File: src/rtl/dll_tx_fc_gate_pkg.sv
// Shared types and constants for the DLL transmit flow-control gate and its per-class trackers.
package dll_tx_fc_gate_pkg;
  localparam int CREDIT_DEPTH_DEF = 12;
  localparam int HDR_WIDTH_DEF    = 8;

  typedef enum logic [1:0] {
    TLP_P   = 2'd0,
    TLP_NP  = 2'd1,
    TLP_CPL = 2'd2
  } tlp_class_t;

  typedef enum logic [1:0] {
    S_IDLE   = 2'd0,
    S_INIT   = 2'd1,
    S_ACTIVE = 2'd2
  } fc_state_t;

  // DLLP FC type codes (upper nibble of DLLP byte 0), shared with the decoder
  localparam logic [7:0] DLLP_INITFC1_P   = 8'h40;
  localparam logic [7:0] DLLP_INITFC1_NP  = 8'h50;
  localparam logic [7:0] DLLP_INITFC1_CPL = 8'h60;
  localparam logic [7:0] DLLP_INITFC2_P   = 8'hC0;
  localparam logic [7:0] DLLP_INITFC2_NP  = 8'hD0;
  localparam logic [7:0] DLLP_INITFC2_CPL = 8'hE0;
  localparam logic [7:0] DLLP_UPDFC_P     = 8'h80;
  localparam logic [7:0] DLLP_UPDFC_NP    = 8'h90;
  localparam logic [7:0] DLLP_UPDFC_CPL   = 8'hA0;
endpackage

File: src/rtl/dll_tx_fc_gate_if.sv
// TLP transmit request handshake between the transaction layer and the flow-control gate.
interface dll_tx_fc_gate_if
  import dll_tx_fc_gate_pkg::*;
#(
  parameter int CREDIT_DEPTH = CREDIT_DEPTH_DEF
);
  logic                    tlp_req_valid_i;
  logic [1:0]              tlp_req_class_i;
  logic [CREDIT_DEPTH-1:0] tlp_req_dcred_i;
  logic                    tlp_req_ready_o;

  modport master (
    output tlp_req_valid_i, tlp_req_class_i, tlp_req_dcred_i,
    input  tlp_req_ready_o
  );

  modport slave (
    input  tlp_req_valid_i, tlp_req_class_i, tlp_req_dcred_i,
    output tlp_req_ready_o
  );
endinterface

File: src/rtl/dll_tx_fc_gate_tracker.sv
// Per-class credit tracker: credit limit, consumed count, last-seen UpdateFC and admission check.
module dll_fc_class_tracker
  import dll_tx_fc_gate_pkg::*;
#(
  parameter int CREDIT_DEPTH = CREDIT_DEPTH_DEF,
  parameter int HDR_WIDTH    = HDR_WIDTH_DEF
) (
  input  logic                    clk,
  input  logic                    rst,
  input  logic                    latch_cl,
  input  logic                    snap_cc,
  input  logic                    active,
  input  logic                    grant,
  input  logic [CREDIT_DEPTH-1:0] dcred,
  input  logic [CREDIT_DEPTH-1:0] cl_h_in,
  input  logic [CREDIT_DEPTH-1:0] cl_d_in,
  input  logic [CREDIT_DEPTH-1:0] cc_h_in,
  input  logic [CREDIT_DEPTH-1:0] cc_d_in,
  output logic                    ok,
  output logic [HDR_WIDTH-1:0]    cc_h,
  output logic [CREDIT_DEPTH-1:0] cc_d
);
  localparam logic [HDR_WIDTH:0]    H_HALF = {2'b01, {(HDR_WIDTH-1){1'b0}}};
  localparam logic [CREDIT_DEPTH:0] D_HALF = {2'b01, {(CREDIT_DEPTH-1){1'b0}}};

  logic [HDR_WIDTH-1:0]    cl_h;
  logic [CREDIT_DEPTH-1:0] cl_d;
  logic [CREDIT_DEPTH-1:0] last_h;
  logic [CREDIT_DEPTH-1:0] last_d;
  logic                    inf_h;
  logic                    inf_d;
  logic [HDR_WIDTH-1:0]    hdr_room;
  logic [CREDIT_DEPTH-1:0] data_room;
  logic                    hdr_ok;
  logic                    data_ok;

  // Remaining credit after this TLP, modulo the counter width; a "negative" result lands above half range
  assign hdr_room  = cl_h - (cc_h + HDR_WIDTH'(1));
  assign data_room = cl_d - (cc_d + dcred);
  assign hdr_ok    = inf_h || ({1'b0, hdr_room} <= H_HALF);
  assign data_ok   = inf_d || (dcred == '0) || ({1'b0, data_room} <= D_HALF);
  assign ok        = hdr_ok && data_ok;

  always_ff @(posedge clk) begin
    if (rst) begin
      cl_h   <= '0;
      cl_d   <= '0;
      last_h <= '0;
      last_d <= '0;
      inf_h  <= 1'b0;
      inf_d  <= 1'b0;
      cc_h   <= '0;
      cc_d   <= '0;
    end else begin
      if (latch_cl) begin
        cl_h  <= cl_h_in[HDR_WIDTH-1:0];
        cl_d  <= cl_d_in;
        inf_h <= (cl_h_in == '0);
        inf_d <= (cl_d_in == '0);
      end
      if (snap_cc) begin
        last_h <= cc_h_in;
        last_d <= cc_d_in;
      end
      if (active) begin
        if (cc_h_in != last_h) begin
          last_h <= cc_h_in;
          if (!inf_h) cl_h <= cc_h_in[HDR_WIDTH-1:0];
        end
        if (cc_d_in != last_d) begin
          last_d <= cc_d_in;
          if (!inf_d) cl_d <= cc_d_in;
        end
      end
      if (grant) begin
        cc_h <= cc_h + HDR_WIDTH'(1);
        cc_d <= cc_d + dcred;
      end
    end
  end
endmodule

File: src/rtl/dll_tx_fc_gate.sv
// Transmit flow-control gate: init FSM, per-class credit trackers and TLP grant mux.
// Optional TX_FC_STALL_CNT_EN adds a saturating stall_cnt_o of active stalled cycles.
module dll_tx_fc_gate
  import dll_tx_fc_gate_pkg::*;
#(
  parameter int CREDIT_DEPTH = CREDIT_DEPTH_DEF,
  parameter int HDR_WIDTH    = HDR_WIDTH_DEF
) (
  input  logic                    sclk,
  input  logic                    srst,
  input  logic                    init1_received_i,
  input  logic                    init2_received_i,
  input  logic [CREDIT_DEPTH-1:0] ep_cl_p_h_i,
  input  logic [CREDIT_DEPTH-1:0] ep_cl_np_h_i,
  input  logic [CREDIT_DEPTH-1:0] ep_cl_cpl_h_i,
  input  logic [CREDIT_DEPTH-1:0] ep_cl_p_d_i,
  input  logic [CREDIT_DEPTH-1:0] ep_cl_np_d_i,
  input  logic [CREDIT_DEPTH-1:0] ep_cl_cpl_d_i,
  input  logic [CREDIT_DEPTH-1:0] ep_cc_p_h_i,
  input  logic [CREDIT_DEPTH-1:0] ep_cc_np_h_i,
  input  logic [CREDIT_DEPTH-1:0] ep_cc_cpl_h_i,
  input  logic [CREDIT_DEPTH-1:0] ep_cc_p_d_i,
  input  logic [CREDIT_DEPTH-1:0] ep_cc_np_d_i,
  input  logic [CREDIT_DEPTH-1:0] ep_cc_cpl_d_i,
  dll_tx_fc_gate_if.slave         tlp,
  output logic                    fc_active_o,
  output logic [HDR_WIDTH-1:0]    cc_p_h_o,
  output logic [HDR_WIDTH-1:0]    cc_np_h_o,
  output logic [HDR_WIDTH-1:0]    cc_cpl_h_o,
  output logic [CREDIT_DEPTH-1:0] cc_p_d_o,
  output logic [CREDIT_DEPTH-1:0] cc_np_d_o,
  output logic [CREDIT_DEPTH-1:0] cc_cpl_d_o
`ifdef TX_FC_STALL_CNT_EN
  ,
  output logic [15:0]             stall_cnt_o
`endif
);
  fc_state_t state_q, state_d;
  logic      active, latch_cl, snap_cc;
  logic      ok_p, ok_np, ok_cpl, class_ok, ready;
  logic      grant_p, grant_np, grant_cpl;

  always_ff @(posedge sclk) begin
    if (srst) state_q <= S_IDLE;
    else      state_q <= state_d;
  end

  always_comb begin
    state_d = state_q;
    case (state_q)
      S_IDLE:   if (init1_received_i) state_d = S_INIT;
      S_INIT:   if (init2_received_i) state_d = S_ACTIVE;
      S_ACTIVE: state_d = S_ACTIVE;
      default:  state_d = S_IDLE;
    endcase
  end

  assign active   = (state_q == S_ACTIVE);
  assign latch_cl = (state_q == S_IDLE) && init1_received_i;
  assign snap_cc  = (state_q == S_INIT) && init2_received_i;

  always_comb begin
    class_ok = 1'b0;
    case (tlp.tlp_req_class_i)
      TLP_P:   class_ok = ok_p;
      TLP_NP:  class_ok = ok_np;
      TLP_CPL: class_ok = ok_cpl;
      default: class_ok = 1'b0;
    endcase
  end

  assign ready               = active && tlp.tlp_req_valid_i && class_ok;
  assign tlp.tlp_req_ready_o = ready;
  assign fc_active_o         = active;
  assign grant_p             = ready && (tlp.tlp_req_class_i == TLP_P);
  assign grant_np            = ready && (tlp.tlp_req_class_i == TLP_NP);
  assign grant_cpl           = ready && (tlp.tlp_req_class_i == TLP_CPL);

  dll_fc_class_tracker #(.CREDIT_DEPTH(CREDIT_DEPTH), .HDR_WIDTH(HDR_WIDTH)) u_trk_p (
    .clk(sclk), .rst(srst), .latch_cl(latch_cl), .snap_cc(snap_cc), .active(active),
    .grant(grant_p), .dcred(tlp.tlp_req_dcred_i),
    .cl_h_in(ep_cl_p_h_i), .cl_d_in(ep_cl_p_d_i), .cc_h_in(ep_cc_p_h_i), .cc_d_in(ep_cc_p_d_i),
    .ok(ok_p), .cc_h(cc_p_h_o), .cc_d(cc_p_d_o)
  );

  dll_fc_class_tracker #(.CREDIT_DEPTH(CREDIT_DEPTH), .HDR_WIDTH(HDR_WIDTH)) u_trk_np (
    .clk(sclk), .rst(srst), .latch_cl(latch_cl), .snap_cc(snap_cc), .active(active),
    .grant(grant_np), .dcred(tlp.tlp_req_dcred_i),
    .cl_h_in(ep_cl_np_h_i), .cl_d_in(ep_cl_np_d_i), .cc_h_in(ep_cc_np_h_i), .cc_d_in(ep_cc_np_d_i),
    .ok(ok_np), .cc_h(cc_np_h_o), .cc_d(cc_np_d_o)
  );

  dll_fc_class_tracker #(.CREDIT_DEPTH(CREDIT_DEPTH), .HDR_WIDTH(HDR_WIDTH)) u_trk_cpl (
    .clk(sclk), .rst(srst), .latch_cl(latch_cl), .snap_cc(snap_cc), .active(active),
    .grant(grant_cpl), .dcred(tlp.tlp_req_dcred_i),
    .cl_h_in(ep_cl_cpl_h_i), .cl_d_in(ep_cl_cpl_d_i), .cc_h_in(ep_cc_cpl_h_i), .cc_d_in(ep_cc_cpl_d_i),
    .ok(ok_cpl), .cc_h(cc_cpl_h_o), .cc_d(cc_cpl_d_o)
  );

`ifdef TX_FC_STALL_CNT_EN
  function automatic logic [15:0] sat_inc16(input logic [15:0] v);
    return (v == 16'hFFFF) ? v : v + 16'd1;
  endfunction

  always_ff @(posedge sclk) begin
    if (srst) stall_cnt_o <= '0;
    else if (active && tlp.tlp_req_valid_i && !ready) stall_cnt_o <= sat_inc16(stall_cnt_o);
  end
`endif
endmodule

File: src/flat_wrapper.sv
// flat-port wrapper written by rule: the top's interface ports become plain ports
module dll_tx_fc_gate_flat import dll_tx_fc_gate_pkg::*;
#(
  parameter int CREDIT_DEPTH = CREDIT_DEPTH_DEF,
  parameter int HDR_WIDTH    = HDR_WIDTH_DEF
)
  (sclk, srst, init1_received_i, init2_received_i, ep_cl_p_h_i, ep_cl_np_h_i, ep_cl_cpl_h_i, ep_cl_p_d_i, ep_cl_np_d_i, ep_cl_cpl_d_i, ep_cc_p_h_i, ep_cc_np_h_i, ep_cc_cpl_h_i, ep_cc_p_d_i, ep_cc_np_d_i, ep_cc_cpl_d_i, fc_active_o, cc_p_h_o, cc_np_h_o, cc_cpl_h_o, cc_p_d_o, cc_np_d_o, cc_cpl_d_o, tlp_tlp_req_valid_i, tlp_tlp_req_class_i, tlp_tlp_req_dcred_i, tlp_tlp_req_ready_o);
  dll_tx_fc_gate_if #(.CREDIT_DEPTH(CREDIT_DEPTH)) tlp_i ();
  input  logic sclk;
  input  logic srst;
  input  logic init1_received_i;
  input  logic init2_received_i;
  input  logic [CREDIT_DEPTH-1:0] ep_cl_p_h_i;
  input  logic [CREDIT_DEPTH-1:0] ep_cl_np_h_i;
  input  logic [CREDIT_DEPTH-1:0] ep_cl_cpl_h_i;
  input  logic [CREDIT_DEPTH-1:0] ep_cl_p_d_i;
  input  logic [CREDIT_DEPTH-1:0] ep_cl_np_d_i;
  input  logic [CREDIT_DEPTH-1:0] ep_cl_cpl_d_i;
  input  logic [CREDIT_DEPTH-1:0] ep_cc_p_h_i;
  input  logic [CREDIT_DEPTH-1:0] ep_cc_np_h_i;
  input  logic [CREDIT_DEPTH-1:0] ep_cc_cpl_h_i;
  input  logic [CREDIT_DEPTH-1:0] ep_cc_p_d_i;
  input  logic [CREDIT_DEPTH-1:0] ep_cc_np_d_i;
  input  logic [CREDIT_DEPTH-1:0] ep_cc_cpl_d_i;
  output logic fc_active_o;
  output logic [HDR_WIDTH-1:0] cc_p_h_o;
  output logic [HDR_WIDTH-1:0] cc_np_h_o;
  output logic [HDR_WIDTH-1:0] cc_cpl_h_o;
  output logic [CREDIT_DEPTH-1:0] cc_p_d_o;
  output logic [CREDIT_DEPTH-1:0] cc_np_d_o;
  output logic [CREDIT_DEPTH-1:0] cc_cpl_d_o;
  input wire logic [$bits(tlp_i.tlp_req_valid_i)-1:0] tlp_tlp_req_valid_i;
  input wire logic [$bits(tlp_i.tlp_req_class_i)-1:0] tlp_tlp_req_class_i;
  input wire logic [$bits(tlp_i.tlp_req_dcred_i)-1:0] tlp_tlp_req_dcred_i;
  output wire logic [$bits(tlp_i.tlp_req_ready_o)-1:0] tlp_tlp_req_ready_o;
  assign tlp_i.tlp_req_valid_i = tlp_tlp_req_valid_i;
  assign tlp_i.tlp_req_class_i = tlp_tlp_req_class_i;
  assign tlp_i.tlp_req_dcred_i = tlp_tlp_req_dcred_i;
  assign tlp_tlp_req_ready_o = tlp_i.tlp_req_ready_o;
  dll_tx_fc_gate #(.CREDIT_DEPTH(CREDIT_DEPTH), .HDR_WIDTH(HDR_WIDTH)) u_core (.sclk(sclk), .srst(srst), .init1_received_i(init1_received_i), .init2_received_i(init2_received_i), .ep_cl_p_h_i(ep_cl_p_h_i), .ep_cl_np_h_i(ep_cl_np_h_i), .ep_cl_cpl_h_i(ep_cl_cpl_h_i), .ep_cl_p_d_i(ep_cl_p_d_i), .ep_cl_np_d_i(ep_cl_np_d_i), .ep_cl_cpl_d_i(ep_cl_cpl_d_i), .ep_cc_p_h_i(ep_cc_p_h_i), .ep_cc_np_h_i(ep_cc_np_h_i), .ep_cc_cpl_h_i(ep_cc_cpl_h_i), .ep_cc_p_d_i(ep_cc_p_d_i), .ep_cc_np_d_i(ep_cc_np_d_i), .ep_cc_cpl_d_i(ep_cc_cpl_d_i), .tlp(tlp_i), .fc_active_o(fc_active_o), .cc_p_h_o(cc_p_h_o), .cc_np_h_o(cc_np_h_o), .cc_cpl_h_o(cc_cpl_h_o), .cc_p_d_o(cc_p_d_o), .cc_np_d_o(cc_np_d_o), .cc_cpl_d_o(cc_cpl_d_o));
endmodule
File: config.mk
export PLATFORM = sky130hd
export DESIGN_NAME = dll_tx_fc_gate_flat
export DESIGN_NICKNAME = d
export VERILOG_FILES = /design/src/rtl/dll_tx_fc_gate_pkg.sv /design/src/rtl/dll_tx_fc_gate_if.sv /design/src/rtl/dll_tx_fc_gate_tracker.sv /design/src/rtl/dll_tx_fc_gate.sv /design/src/flat_wrapper.sv
export SDC_FILE = /design/constraint.sdc
export NUM_CORES = 1
export LEC_CHECK = 0
export CAP_MARGIN = 20
export CORE_MARGIN = 5
export CORE_UTILIZATION = 59
export DETAILED_ROUTE_END_ITERATION = 6
export PLACE_DENSITY = 0.87
export REMOVE_ABC_BUFFERS = 1
export SETUP_SLACK_MARGIN = 0.15
export SYNTH_ARGS = -nofsm -noshare
export SYNTH_HDL_FRONTEND = slang
export SYNTH_SLANG_ARGS = --single-unit
File: constraint.sdc
create_clock -name sclk -period 14.6 [get_ports sclk]
set_clock_uncertainty 0.15 [all_clocks]
set_input_delay 3.65 -clock sclk [delete_from_list [all_inputs] [get_ports sclk]]
set_output_delay 3.65 -clock sclk [all_outputs]
set_load 0.05 [all_outputs]
==> flow_summary.yaml, run 1 <==
status:
  run_status: "completed"
die:
  initial_utilization_pct: 60.0
  area_enclosed_by_the_die_boundary_sq_um: 25300
  placementRows: 54
  die_w_um: 159
  die_h_um: 159
  pin_count: 225
  floorplan.core_area_sq_um: 21800
pwr:
  p_per_area_nw_per_um2: 150
  p_comb_share_pct: 47.6
  power.switching_fraction_pct: 40.7
  leakagePower_nw: 6.05
  clock_power_share_pct: 20.1
  switching_power_uw: 981
  vdd.ir_drop.worst_mv: 0.0983
  share_seq_of_total_power_pct: 32.3
  internal-power_mw: 1.43
clocking:
  cts_max_path_buffers: 2
  tritoncts: "yes"
  cts.sinks: 200
  cts_resized: 0
  clock_tree.root_cell: "clkbuf_16"
  clk-insertion-delay-late_ns: 0.44
  holdBufCountCts: 0
  htree_num_levels: 4
  postCtsSetupRepairBufs: 0
  clkTransAtPathRegs_ns: 0.08
  tritoncts.num_buffers: 17
grt:
  grt_use_met1_pct: 36.5
  globalRouteTotalUtil_pct: 27.3
  grt_pass1_vias: 12122
  gr-total-overflow: 0
  global_route_wire_length_before_repair_mm: 59.1
  grt_most_used_layer: "met2"
  grt_max_degree: 116
  globalRouteMet3Util_pct: 5.15
  grt_antenna_before_repair: 0
  met2_usage_pct: 45.8
sta:
  setup_ws_ns: 1.01
  worstMarginPinSlew_ns: 0.914
  clock.fmax_ghz: 0.0736
  timing.slew.headroom_pct: 39.0
  rsz0062_at_grt: "false"
  setup_tns_ns: 0
  hold_viol: 0
  finalSetupViolations: 0
  period_utilization_pct: 93.1
  layout_min_cycle_time_ns: 13.59
  timing_max_transition_violations_final: 0
route:
  detail_route.wirelength_mm: 36.2
  antenna_violating_nets_post_route: 0
  vias: 12394
  drt_drc_violations_left: 0
  first_iter_violations: 763
  detail_route.first_pass.iterations: 5
  avgRoutedWirePerCell_um: 17.5
  via_per_inst: 5.98
synthesis:
  syn_area_per_cell_sq_um: 8.19
  synth-async-reset-ratio_pct: 0
  synth.lib_cells_used.distinct: 71
  post_synth_edffs: 0
  ys.flop_type: "dfxtp_1"
  netlist_area_before_placement_sq_um: 13100
  synthesis.instances: 1599
  yosysWarnings: 0
  yosys_register_bits: 200
  sequential_to_total_area_share_from_yosys_stat_pct: 30.6
layout:
  num-nets-final: 2045
  final_common_cell: "clkdlybuf4s50_1"
  post-route-cell-area_sq_um: 16100
  synthToLayoutAreaGrowth_pct: 22.7
  count_of_fill_cells_added_during_filler_insertion: 1696
  num_antenna_cells: 0
  layout_common_cells: "clkdlybuf4s50_1, dfxtp_1, nand2_1"
  final_layout_size_suffix_gt1_share_pct: 3.24
place:
  place_hpwl_mm: 27.6
  port_buffers: 224
  post_dp_cell_area_sq_um: 15500
  dp_slack_ns: 1.16
  gp_routability_congestion: 0.946
setup_path:
  crit_path_max_fanout: 7
  critical_path.max_stage_delay_ns: 0.89
  cp.arrival_ns: 9.79
  crit_type: "primary input to output port"
  timing.critical_path.from_type: "primary input"
  worstSetupEndpointType: "output port"
  cpMostUsedCell: "o21ai_0"
  crit_path_cells: "clkdlybuf4s50_1 > ha_1 > inv_1 > fa_1 > nor2b_1 > o21ai_0 > a21boi_0 > o21ai_0 > a21boi_0 > o21ai_0 > nor4b_1 > a311oi_1 > ha_1 > nand3b_1 > o21ai_0 > a211o_1 > a311oi_1 > nand3_1 > o311ai_1 > a311oi_1 > a211oi_1 > clkdlybuf4s50_1"
  highest_delay_cell_along_the_critical_path: "clkdlybuf4s50_1"
  crit_required_ns: 10.80
run:
  timing.max_cap.violations: 0
worst_hold_path:
  hp-class: "flop to flop"
## critical path, delay by kind of cell
kind	cells	cell delay, ns
fa+ha+maj	3	1.03
buf+inv	3	1.63
compound gates	12	2.94
simple gates	4	0.54
## per-stage QoR
stage / hold WS [ns] / utilization [%] / std cells / total power [mW]
after floorplan: 0.284 / - / 1530 / 1.62
after global placement: 0.314 / 70.9 / 2040 / 1.88
after detailed placement: 0.319 / 70.9 / 2040 / 1.92
after CTS: 0.330 / 73.7 / 2071 / 2.41
after global routing: 0.364 / 73.7 / 2071 / 2.58
final: 0.331 / 73.7 / 2071 / 2.41
## final timing paths
path                                                           start                                   end  slack [ns]  depth (start not counted)
worst max-delay path                          tlp_tlp_req_dcred_i[0]                   tlp_tlp_req_ready_o        1.01                         22
worst min-delay path            u_core.u_trk_np.cc_d[3]$_SDFFE_PP0P_  u_core.u_trk_np.cc_d[3]$_SDFFE_PP0P_        0.33                          2
worst max register to register   u_core.u_trk_p.cc_d[0]$_SDFFE_PP0P_   u_core.u_trk_p.cc_h[7]$_SDFFE_PP0P_        9.21                         22
worst min register to register  u_core.u_trk_np.cc_d[3]$_SDFFE_PP0P_  u_core.u_trk_np.cc_d[3]$_SDFFE_PP0P_        0.33                          2
## flip-flops by register name, summed over array words and instances (netlist names), 2 cells and up
| signal | flops |
|---|---|
| u_core.u_trk_cpl.cc_d | 12 |
| u_core.u_trk_cpl.cl_d | 12 |
| u_core.u_trk_cpl.last_d | 12 |
| u_core.u_trk_cpl.last_h | 12 |
| u_core.u_trk_np.cc_d | 12 |
| u_core.u_trk_np.cl_d | 12 |
| u_core.u_trk_np.last_d | 12 |
| u_core.u_trk_np.last_h | 12 |
| u_core.u_trk_p.cc_d | 12 |
| u_core.u_trk_p.cl_d | 12 |
| u_core.u_trk_p.last_d | 12 |
| u_core.u_trk_p.last_h | 12 |
| u_core.u_trk_cpl.cc_h | 8 |
| u_core.u_trk_cpl.cl_h | 8 |
| u_core.u_trk_np.cc_h | 8 |
| u_core.u_trk_np.cl_h | 8 |
| u_core.u_trk_p.cc_h | 8 |
| u_core.u_trk_p.cl_h | 8 |
| u_core.state_q | 2 |
## kinds of logic (layout without fill, tap and decap cells)
logic type	count (synthesis)	after routing	share of synthesized area, %
XOR/XNOR	146	146	9.87
flip-flops	200	200	30.6
buffers and inverters	133	325	3.89
multiplexers	89	89	6.82
AO/OA/AOI/OAI	334	334	17.4
adder cells (fa/ha/maj)	103	103	10.4
AND/OR/NAND/NOR	594	594	21.1
## power groups by stage
stage	clock network [mW]	registers, mW	logic, mW
finish	0.485	0.779	1.15
detailed placement	0	0.789	1.13
floorplan	0	0.759	0.863
global placement	0	0.783	1.10
global route	0.511	0.793	1.28
CTS	0.488	0.777	1.14
## cells in the mapped netlist, types with 3 or more instances
library cell  count  area, sq um
nor3_1           24          120
o211ai_1          6         45.0
o31ai_1          12         90.1
nor4_1           24          150
mux2i_1          87          871
or4_1             6         45.0
inv_1            63          236
fa_1              9          180
o21bai_1          9         67.6
or2_0            17          106
buf_1             6         22.5
o31a_1            3         26.3
nor3b_1           6         45.0
and3_1           14         87.6
nand2b_1         14         87.6
o21ai_1          12         60.1
xor2_1           24          210
ha_1             94         1180
clkbuf_1         60          225
a2111oi_0         4         35.0
nand3_1          22          110
nor2_1          183          687
dfxtp_1         200         4000
o2111ai_1         7         61.3
nand3b_1          4         30.0
nor4b_1           4         35.0
nand4_1          27          169
nor2b_1          16          100
or2_2             9         56.3
nand4b_1          3         26.3
xnor2_1         121         1060
a21o_1           15          113
nand2_1         193          724
a311oi_1         65          569
o21ai_0          41          205
a21boi_0          3         22.5
a211oi_1         13         97.6
or3_1            19          119
and2_1            4         25.0
o311ai_1          3         26.3
a21oi_1          98          490
o21a_1           14          105
a31oi_1           6         37.5
## final cells by class
| class | count | area, sq um | share of cell area, % |
|---|---|---|---|
| tap | 280 | 350 | 2.18 |
| multi-input combinational | 1266 | 8590 | 53.4 |
| clock buffer | 17 | 425 | 2.65 |
| inverter | 64 | 240 | 1.49 |
| sequential | 200 | 4000 | 24.9 |
| timing repair buffer | 230 | 2290 | 14.2 |
| clock inverter | 14 | 179 | 1.11 |
## layer usage
metal | share of wire (%) | vias to the layer above | routed length, um
met5 | 0 | - | 0
met4 | 1.8 | 0 | 665
met3 | 7.0 | 58 | 2530
met2 | 47 | 390 | 16900
met1 | 44 | 5868 | 16000
li1 | - | 6078 | -
Power figures use the tool's default switching activity.
==> run 2: changes to the inputs <==
--- a/config.mk
+++ b/config.mk
@@ -10,7 +10,7 @@
 export CORE_UTILIZATION = 59
 export DETAILED_ROUTE_END_ITERATION = 6
 export PLACE_DENSITY = 0.87
-export REMOVE_ABC_BUFFERS = 1
+export RECOVER_POWER = 50
 export SETUP_SLACK_MARGIN = 0.15
 export SYNTH_ARGS = -nofsm -noshare
 export SYNTH_HDL_FRONTEND = slang
==> run 2 against run 1 <==
Net effect:
- the run now ends with max-capacitance violations, max-slew violations left
- routed wire length grew 2.2%
- maximum frequency rose by 4.3%
- first-iteration DRC count is 5.5% higher
- highest routed layer unchanged
==> flow_summary.yaml, run 2 (synthesis results as in run 1) <==
sta:
  setup_tns_ns: 0
  hold_viol: 0
  worstMarginPinSlew_ns: 1.97
  period_utilization_pct: 89.3
  clock.fmax_ghz: 0.0767
  timing.slew.headroom_pct: -31.1
  timing_max_transition_violations_final: 45
  layout_min_cycle_time_ns: 13.03
  rsz0062_at_grt: "false"
  setup_ws_ns: 1.57
  finalSetupViolations: 0
clocking:
  postCtsSetupRepairBufs: 0
  clk-insertion-delay-late_ns: 0.43
  htree_num_levels: 4
  cts_resized: 0
  tritoncts.num_buffers: 17
  clkTransAtPathRegs_ns: 0.07
  clock_tree.root_cell: "clkbuf_16"
  cts_max_path_buffers: 2
  cts.sinks: 200
  holdBufCountCts: 0
  tritoncts: "yes"
route:
  met2_wirelength_mm: 16.5
  avgRoutedWirePerCell_um: 17.8
  via_per_inst: 6.09
  detail_route.first_pass.iterations: 7
  drt_drc_violations_left: 0
  top_layer_used: "met4"
  vias: 12616
  detail_route.wirelength_mm: 37.0
  first_iter_violations: 805
  wl_met3_mm: 2.96
  antenna_violating_nets_post_route: 0
  route.layer.met1.wl_mm: 16.0
setup_path:
  crit_required_ns: 10.80
  critical_path.max_stage_delay_ns: 0.88
  timing.reg2reg.setup_slack_ns: 9.17
  worstSetupEndpointType: "output port"
  crit_type: "primary input to output port"
  timing.critical_path.max_delay_family: "compound AO/OA/AOI/OAI gates"
  timing.critical_path.from_type: "primary input"
  cp.arrival_ns: 9.23
  critical_path.reg2reg.endpoint: "u_core.u_trk_p.cc_d[9]$_SDFFE_PP0P_"
  timing.critical_path.buf_inv: 2
  crit_path_cells: "clkdlybuf4s50_1 > ha_1 > fa_1 > a21o_1 > a21oi_1 > o21bai_1 > a21oi_1 > o21bai_1 > a21oi_1 > mux2i_1 > and3_1 > ha_1 > nor3b_1 > a2111oi_0 > o2111ai_1 > nor3_1 > a41oi_1 > a21oi_1 > a311oi_1 > a211oi_1 > clkdlybuf4s50_1"
  highest_delay_cell_along_the_critical_path: "clkdlybuf4s50_1"
  reg2reg_from: "u_core.u_trk_p.cc_d[0]$_SDFFE_PP0P_"
  crit_path_max_fanout: 7
  cpMostUsedCell: "a21oi_1"
  reg2regPathDepth: 22
run:
  timing.max_cap.violations: 1
layout:
  final_core_utilization_pct: 73.5
  num_antenna_cells: 0
  synthToLayoutAreaGrowth_pct: 22.5
  num-nets-final: 2045
  layout_common_cells: "dfxtp_1, nand2_1, nor2_1"
  post-route-cell-area_sq_um: 16000
  final_common_cell: "dfxtp_1"
  final_layout_size_suffix_gt1_share_pct: 3.18
worst_hold_path:
  worst_hold_path.endpoint: "u_core.u_trk_p.cc_d[7]$_SDFFE_PP0P_"
  hp-class: "flop to flop"
  worstHoldStart: "u_core.u_trk_p.cc_d[7]$_SDFFE_PP0P_"
  whs_path_depth: 2
status:
  failed_checks: "max-capacitance violations, max-slew violations"
  run_status: "finished, violations left"
grt:
  globalRouteTotalUtil_pct: 27.8
  global_route_wire_length_before_repair_mm: 59.5
  grt_pass1_vias: 11999
  gr-total-overflow: 0
  grt_antenna_before_repair: 0
  grt_max_degree: 124
pwr:
  leakagePower_nw: 6.21
  vdd.ir_drop.worst_mv: 0.0922
  p_per_area_nw_per_um2: 150
place:
  gp_routability_congestion: 0.943
  port_buffers: 224
  post_dp_cell_area_sq_um: 15500
  dp_slack_ns: 1.57
  place_hpwl_mm: 28.4
die:
  die_h_um: 159
  area_enclosed_by_the_die_boundary_sq_um: 25300
  pin_count: 225
  floorplan.core_area_sq_um: 21800
  initial_utilization_pct: 60.0
  die_w_um: 159
  placementRows: 54
synthesis:
  syn_nets: 1865
run 2: changes by cell type in the layout (fill, tap and decap cells not counted), sizes merged:
| cell | delta |
|---|---|
| clkdlybuf4s50 | -57 |
| dlygate4sd3 | +57 |
| clkinv | -4 |
| clkinvlp | +3 |
| clkbuf | +2 |
| buf | -1 |
| inv | +1 |
run 2: worst max-delay path by stage:
stage | start | to | slack, ns | depth (start not counted)
floorplan | tlp_tlp_req_dcred_i[0] | tlp_tlp_req_ready_o | 2.59 | 19
global placement | tlp_tlp_req_dcred_i[0] | tlp_tlp_req_ready_o | 1.68 | 21
detailed placement | tlp_tlp_req_dcred_i[0] | tlp_tlp_req_ready_o | 1.57 | 21
CTS | tlp_tlp_req_dcred_i[0] | tlp_tlp_req_ready_o | 1.58 | 21
global route | tlp_tlp_req_dcred_i[0] | tlp_tlp_req_ready_o | 1.23 | 21
finish | tlp_tlp_req_dcred_i[0] | tlp_tlp_req_ready_o | 1.57 | 21
run 2: metrics by stage:
stage / hold WS [ns] / std cells / power [mW]
2_1_floorplan: 0.290 / 1599 / 1.65
3_3_place_gp: 0.310 / 2039 / 1.87
3_5_place_dp: 0.318 / 2040 / 1.92
4_1_cts: 0.328 / 2072 / 2.40
5_1_grt: 0.363 / 2072 / 2.56
6_report: 0.329 / 2072 / 2.40
run 2: area by class of cell:
type / count / area [sq um]
timing repair buffer: 230 / 2280
sequential: 200 / 4000
clock buffer: 18 / 439
tap: 280 / 350
clock inverter: 14 / 138
inverter: 64 / 240
multi-input combinational: 1266 / 8590
fill: 1686 / 5780
run 2: metal layers:
metal / GRT usage, % / vias to the layer above
met2: 43.6 / 567
met4: 12.0 / 0
met3: 4.25 / 91
met1: 38.2 / 5886
li1: - / 6072
met5: 0 / -
run 2: tightest hold or removal path, stage by stage, from the launching register on:
cell and delay (ns):
dfxtp_1 0.32, nand2_1 0.05, a21oi_1 0.06
run 2: power breakdown:
part | switching, mW | leakage (nW) | internal, mW
logic | 0.630 | 4.31 | 0.518
registers | 0.103 | 1.63 | 0.681
clock network | 0.236 | 0.271 | 0.232
total | 0.969 | 6.21 | 1.43
